<file path="config.mk">
export PLATFORM = sky130hd
export DESIGN_NAME = pipe_latch_n_flat
export DESIGN_NICKNAME = d
export VERILOG_FILES = /design/src/rtl/pipe_latch_n_if.sv /design/src/rtl/pipe_latch_n.sv /design/src/flat_wrapper.sv
export SDC_FILE = /design/constraint.sdc
export NUM_CORES = 1
export LEC_CHECK = 0
export CAP_MARGIN = 10
export CORE_ASPECT_RATIO = 1.5
export CORE_UTILIZATION = 25
export DETAILED_ROUTE_END_ITERATION = 10
export PLACE_DENSITY = 0.43
export SLEW_MARGIN = 20
export SYNTH_ARGS = -nofsm -noshare
export SYNTH_HDL_FRONTEND = slang
export SYNTH_SLANG_ARGS = --single-unit
</file>
<file path="constraint.sdc">
create_clock -name clock -period 3.5 [get_ports clock]
set_clock_uncertainty 0.2 [all_clocks]
set_input_delay 0.7 -clock clock [delete_from_list [all_inputs] [get_ports clock]]
set_output_delay 0.7 -clock clock [all_outputs]
set_load 0.1 [all_outputs]
</file>
<file path="src/rtl/pipe_latch_n_if.sv">
// Handshake bundle between two pipeline stages: upstream valid/ready/data,
// downstream valid/ready/data, and the occupancy of the latch in between.
interface pipe_latch_n_if #(
  parameter int WIDTH  = 32,
  parameter int NUM_CH = 3
);
  logic                      in_valid;
  logic                      in_ready;
  logic [NUM_CH*WIDTH-1:0]   in_data;
  logic                      out_valid;
  logic                      out_ready;
  logic [NUM_CH*WIDTH-1:0]   out_data;
  logic [1:0]                occupancy;

  // The latch itself.
  modport slave (
    input  in_valid, in_data, out_ready,
    output in_ready, out_valid, out_data, occupancy
  );

  // Whatever surrounds the latch: producer on one side, consumer on the other.
  modport master (
    output in_valid, in_data, out_ready,
    input  in_ready, out_valid, out_data, occupancy
  );
endinterface

</file>
<file path="src/rtl/pipe_latch_n.sv">
// Pipeline latch for NUM_CH channels of WIDTH bits with a valid/ready
// handshake. A main register M drives the output; a skid register S absorbs
// one extra bundle so in_ready depends only on registered state, never on
// out_ready. Flush inserts a bubble; occupancy reports 0, 1 or 2 entries.
module pipe_latch_n #(
  parameter int               WIDTH     = 32,
  parameter int               NUM_CH    = 3,
  parameter logic [WIDTH-1:0] FLUSH_VAL = '0
) (
  input  logic           clock,
  input  logic           reset,
  input  logic           enable,
  input  logic           flush,
  pipe_latch_n_if.slave  bus
);

  localparam int              BW           = NUM_CH * WIDTH;
  localparam logic [BW-1:0]   FLUSH_BUNDLE = {NUM_CH{FLUSH_VAL}};

  typedef enum logic [1:0] {
    EMPTY = 2'd0,
    BUSY  = 2'd1,
    FULL  = 2'd2
  } state_t;

  state_t          state_q, state_d;
  logic [BW-1:0]   m_q, m_d;
  logic [BW-1:0]   s_q, s_d;
  logic            acc;
  logic            tk;

  generate
    if (WIDTH < 1 || NUM_CH < 1) begin : g_param_check
      $error("pipe_latch_n: WIDTH and NUM_CH must both be at least 1");
    end
  endgenerate

  // Handshake decode: ready and valid come from registered state only, and
  // out_data shows the bubble value whenever nothing valid is presented.
  assign bus.in_ready  = enable & ~reset & (state_q != FULL);
  assign bus.out_valid = enable & (state_q != EMPTY);
  assign bus.out_data  = bus.out_valid ? m_q : FLUSH_BUNDLE;
  assign bus.occupancy = state_q;

  assign acc = bus.in_valid  & bus.in_ready;
  assign tk  = bus.out_valid & bus.out_ready;

  // Next-state and next-data selection; acc/tk are already gated by enable.
  always_comb begin
    // NOTE: every signal gets a hold value first so no path leaves it unassigned (no latch).
    state_d = state_q;
    m_d     = m_q;
    s_d     = s_q;
    if (flush) begin
      state_d = EMPTY;
      m_d     = FLUSH_BUNDLE;
      s_d     = FLUSH_BUNDLE;
    end else begin
      case (state_q)
        EMPTY: begin
          if (acc) begin
            m_d     = bus.in_data;
            state_d = BUSY;
          end
        end
        BUSY: begin
          if (acc && tk) begin
            m_d = bus.in_data;
          end else if (acc) begin
            s_d     = bus.in_data;
            state_d = FULL;
          end else if (tk) begin
            m_d     = FLUSH_BUNDLE;
            state_d = EMPTY;
          end
        end
        FULL: begin
          if (tk) begin
            m_d     = s_q;
            s_d     = FLUSH_BUNDLE;
            state_d = BUSY;
          end
        end
        default: begin
          state_d = EMPTY;
          m_d     = FLUSH_BUNDLE;
          s_d     = FLUSH_BUNDLE;
        end
      endcase
    end
  end

  // State and data registers with synchronous reset taking priority over all else.
  always_ff @(posedge clock) begin
    // NOTE: sequential state uses non-blocking assignments so all registers update together.
    if (reset) begin
      state_q <= EMPTY;
      // NOTE: the data registers are reset too, so both entries hold the bubble value.
      m_q     <= FLUSH_BUNDLE;
      s_q     <= FLUSH_BUNDLE;
    end else begin
      state_q <= state_d;
      m_q     <= m_d;
      s_q     <= s_d;
    end
  end

endmodule

</file>
<file path="src/flat_wrapper.sv">
// flat-port wrapper written by rule: the top's interface ports become plain ports
module pipe_latch_n_flat 
#(
  parameter int               WIDTH     = 32,
  parameter int               NUM_CH    = 3,
  parameter logic [WIDTH-1:0] FLUSH_VAL = '0
)
  (clock, reset, enable, flush, bus_in_valid, bus_in_data, bus_out_ready, bus_in_ready, bus_out_valid, bus_out_data, bus_occupancy);
  pipe_latch_n_if #(.WIDTH(WIDTH), .NUM_CH(NUM_CH)) bus_i ();
  input  logic clock;
  input  logic reset;
  input  logic enable;
  input  logic flush;
  input wire logic [$bits(bus_i.in_valid)-1:0] bus_in_valid;
  input wire logic [$bits(bus_i.in_data)-1:0] bus_in_data;
  input wire logic [$bits(bus_i.out_ready)-1:0] bus_out_ready;
  output wire logic [$bits(bus_i.in_ready)-1:0] bus_in_ready;
  output wire logic [$bits(bus_i.out_valid)-1:0] bus_out_valid;
  output wire logic [$bits(bus_i.out_data)-1:0] bus_out_data;
  output wire logic [$bits(bus_i.occupancy)-1:0] bus_occupancy;
  assign bus_i.in_valid = bus_in_valid;
  assign bus_i.in_data = bus_in_data;
  assign bus_i.out_ready = bus_out_ready;
  assign bus_in_ready = bus_i.in_ready;
  assign bus_out_valid = bus_i.out_valid;
  assign bus_out_data = bus_i.out_data;
  assign bus_occupancy = bus_i.occupancy;
  pipe_latch_n #(.WIDTH(WIDTH), .NUM_CH(NUM_CH), .FLUSH_VAL(FLUSH_VAL)) u_core (.clock(clock), .reset(reset), .enable(enable), .flush(flush), .bus(bus_i));
endmodule
</file>
==> impl_results.md <==
* Run status: completed
* Nets in the synthesized netlist at 1102
* Internal reg-to-reg setup slack at 1.15 ns
* Count of input and output buffers at 201
* Antenna violations before repair at 1
* Area post-placement at 12560 sq um
* Detailed placer's ending HPWL at 17.25 mm
* Final Max Tran Viols at 0
* Setup repair after global routing missed its margin: false
* DRC violation total after the first TritonRoute iteration at 283
* Post-cts hold buffer count at 0
* Wirelength, routed at 29.48 mm
* Warnings from Yosys at 0
* Tmin final at 3.194 ns
* Maximum number of pins on one net before global-route repair at 121
* Reg clk slew, reported paths at 0.08 ns
* Site row count at 85
* Via count of the routed design at 7820
* R2R Path Start: u_core.bus.occupancy[1]$_SDFFE_PP0P_
* Die Width at 157.7 um
* Least setup slack across all paths after layout at 0.3063 ns
* Worst r2r dst: u_core.m_q[95]$_SDFFE_PP0P_
* Share of the yosys chip area belonging to registers at 42.75%
* Number of clock buffers inserted by TritonCTS at 17
* Worst Path Required at 2.60 ns
* I/O Pins at 202
* Clk Tree Root Cell: sky130_fd_sc_hd__clkbuf_16
* Path class of the lowest-slack min-delay path: flip-flop to flip-flop
* Post-synthesis instance area at 9085 sq um
* Area Growth Syn to Fin at 44.90%
* Slew at the pin closest to its max-slew limit at 0.8483 ns
* Endpoint of the most critical setup path: bus_out_data[83]
* Total grt overflow at 0
* Clock network latency to the later pin of the worst-skew pair at 0.45 ns
* Buffer count from post-CTS setup fixing at 0
* Global-route usage over all layers at 16.42%
* Post-Syn Instances at 1000
* Seq cells post-synth at 194
* Startpoint of the worst setup timing path: enable
* Type of the setup path with the least slack: primary input to primary output
* Critical Path Start Type: primary input
* Pwr Density at 352.6 nW/um^2
* H-tree depth reported by CTS at 4
* Count of antenna-violating nets left after detailed routing at 0
* Global-route wire length before repair at 46.37 mm
* Worst slew slack as a fraction of its limit at 43.44%
* Remaining design rule violation count at 0
* Setup WS pre-CTS at 0.2791 ns
* Switching power as a share of total power at 24.85%
* Total die area at 37120 sq um
* Cts repair resizes at 0
* Share of total power in the clock network at 44.0%
* # Max-Cap Violations at 0
* Number of global-route vias before repair at 7710
* Layout Nets at 1237
* Worst reg-to-reg path cell count at 5
* Leak at 4.322 nW
* Wire length per cell at 18.11 um
* Synth cell types at 29
* Final period util at 91.25%
* Final number of hold-violating endpoints at 0
* Seq pwr share at 48.1%
* Worst hold slack across all endpoints at 0.2617 ns
* Average instance area after synthesis at 9.085 sq um
* Ratio of cells with drive above 1 in the final layout at 14.63%
* Crit Path Max Fanout at 45
* Clock tree from TritonCTS: built
* Final setup violation count at 0
* Combinational power share at 7.8%
* Last weighted congestion value of the routability-driven placer at 0.7150
* Internal Pwr Total at 3.488 mW
* End-of-flow core utilization at 36.73%
* Placed Instances at 1594
* Fill count at 3600
* Max Freq at 313.1 MHz
* Number of vias per cell after detailed routing at 4.803
* Number of standard cells in the layout, taps in and fillers out at 1628
* Maximum ir drop on the vdd rail at 304.7 uV
* Layout Cell Area excl Fill at 13160 sq um
* Count of clock tree sinks at 194
* Kind of end point of the critical path: primary output
* Starting utilization of the core area at 25.35%
* Cell depth of the worst hold path at 2
* Net switching power at 1.154 mW
* Count of TritonRoute iterations in the first routing pass at 5
* WP data arrival at 2.29 ns
* CTS Buffer Depth at 2
* CORE AREA at 35840 sq um
* Chip height at 235.5 um
synth_stat cells, drive strengths merged:
library cell	count	share of area, %
a211oi	1	0.14
a21oi	2	0.11
a22o	96	9.3
a22oi	1	0.083
a2bb2oi	1	0.096
and2	96	6.6
buf	48	2.6
clkbuf	56	2.3
clkinv	1	0.041
dfxtp	194	43
inv	1	0.041
mux2i	97	11
nand2	98	4.0
nand2b	1	0.069
nand3	96	5.3
nor2	6	0.25
nor2b	3	0.21
nor3	1	0.055
nor4	1	0.14
nor4bb	1	0.11
o21ai	99	5.5
o2bb2ai	96	9.3
o41ai	1	0.096
or2	1	0.069
or4b	1	0.11
xnor2	1	0.096
cells by family (layout without fill, tap and decap cells):
kind of cell | count (synthesis) | count (layout) | share of synthesized area (%)
other | 0 | 2 | 0
and+or+nand+nor | 305 | 305 | 16.95
xor gates and xnor gates | 1 | 1 | 0.09642
DFF | 194 | 194 | 42.75
muxes | 97 | 97 | 10.69
buffers and inverters | 106 | 254 | 5.027
AOI/OAI and AO/OA | 297 | 297 | 24.49
worst min-delay path by stage:
stage / slack (ns) / to / from
finish: 0.26 / u_core.s_q[38]$_SDFFE_PP0P_ / u_core.s_q[38]$_SDFFE_PP0P_
global route: 0.28 / u_core.s_q[32]$_SDFFE_PP0P_ / u_core.s_q[32]$_SDFFE_PP0P_
CTS: 0.26 / u_core.s_q[38]$_SDFFE_PP0P_ / u_core.s_q[38]$_SDFFE_PP0P_
detailed placement: 0.25 / u_core.s_q[38]$_SDFFE_PP0P_ / u_core.s_q[38]$_SDFFE_PP0P_
global placement: 0.24 / u_core.s_q[38]$_SDFFE_PP0P_ / u_core.s_q[38]$_SDFFE_PP0P_
floorplan: 0.24 / u_core.s_q[30]$_SDFFE_PP0P_ / u_core.s_q[30]$_SDFFE_PP0P_
stage by stage:
step                      power [mW]  TNS [ns]
final                          4.641         0
after global routing           4.848         0
after CTS                      4.724         0
after detailed placement       2.653         0
after global placement         2.652         0
after floorplan                2.437  -0.09558
state kept, by name, indices dropped and copies added, names as in the netlist:
| register | cells |
|---|---|
| u_core.m_q | 96 |
| u_core.s_q | 96 |
| u_core.bus.occupancy | 2 |
metal layers:
layer  track usage, %  routed length (um)  vias to the layer above
met5                0                   0                        -
met4            4.943                 335                        0
met3            3.461                1225                       16
met2            28.75               15300                      157
met1            19.73               12620                     3735
li1                 -                   -                     3912
layout make-up:
class                           count  area (sq um)  area share (%)
Clock inverter                     13         148.9           1.131
Antenna cell                        2         5.005         0.03802
Tap cell                          478         598.1           4.543
Clock buffer                       19         442.9           3.365
Sequential cell                   194          3891           29.56
Timing Repair Buffer              220          3247           24.66
Multi-Input combinational cell    700          4823           36.64
Inverter                            2         7.507         0.05703
power by group through the flow:
stage / Sequential, mW / Clock, mW / Combinational [mW]
2_1_floorplan: 2.28 / 0 / 0.155
3_3_place_gp: 2.29 / 0 / 0.365
3_5_place_dp: 2.29 / 0 / 0.367
4_1_cts: 2.23 / 2.12 / 0.368
5_1_grt: 2.24 / 2.22 / 0.396
6_report: 2.23 / 2.04 / 0.363
cells in the final DEF, fill, tap and decap left out, drive strengths merged:
cell type	Yosys	routed
dfxtp	194	194
buf	48	119
clkdlybuf4s50	0	101
o21ai	99	99
nand2	98	98
mux2i	97	97
nand3	96	96
o2bb2ai	96	96
a22o	96	96
and2	96	96
clkbuf	56	19
inv	1	7
nor2	6	6
clkinv	1	4
nor2b	3	3
diode	0	2
a21oi	2	2
clkinvlp	0	2
bufinv	0	2
nor3	1	1
nor4bb	1	1
a2bb2oi	1	1
or2	1	1
nand2b	1	1
or4b	1	1
a211oi	1	1
nor4	1	1
xnor2	1	1
o41ai	1	1
a22oi	1	1
worst max-delay path, cell delays in order:
cell and delay (ns):
sky130_fd_sc_hd__clkdlybuf4s50_1 0.50, sky130_fd_sc_hd__clkinv_1 0.13, sky130_fd_sc_hd__nor2_4 0.16, sky130_fd_sc_hd__buf_4 0.35, sky130_fd_sc_hd__and2_1 0.24, sky130_fd_sc_hd__buf_12 0.18
Power figures use the tool's default switching activity.
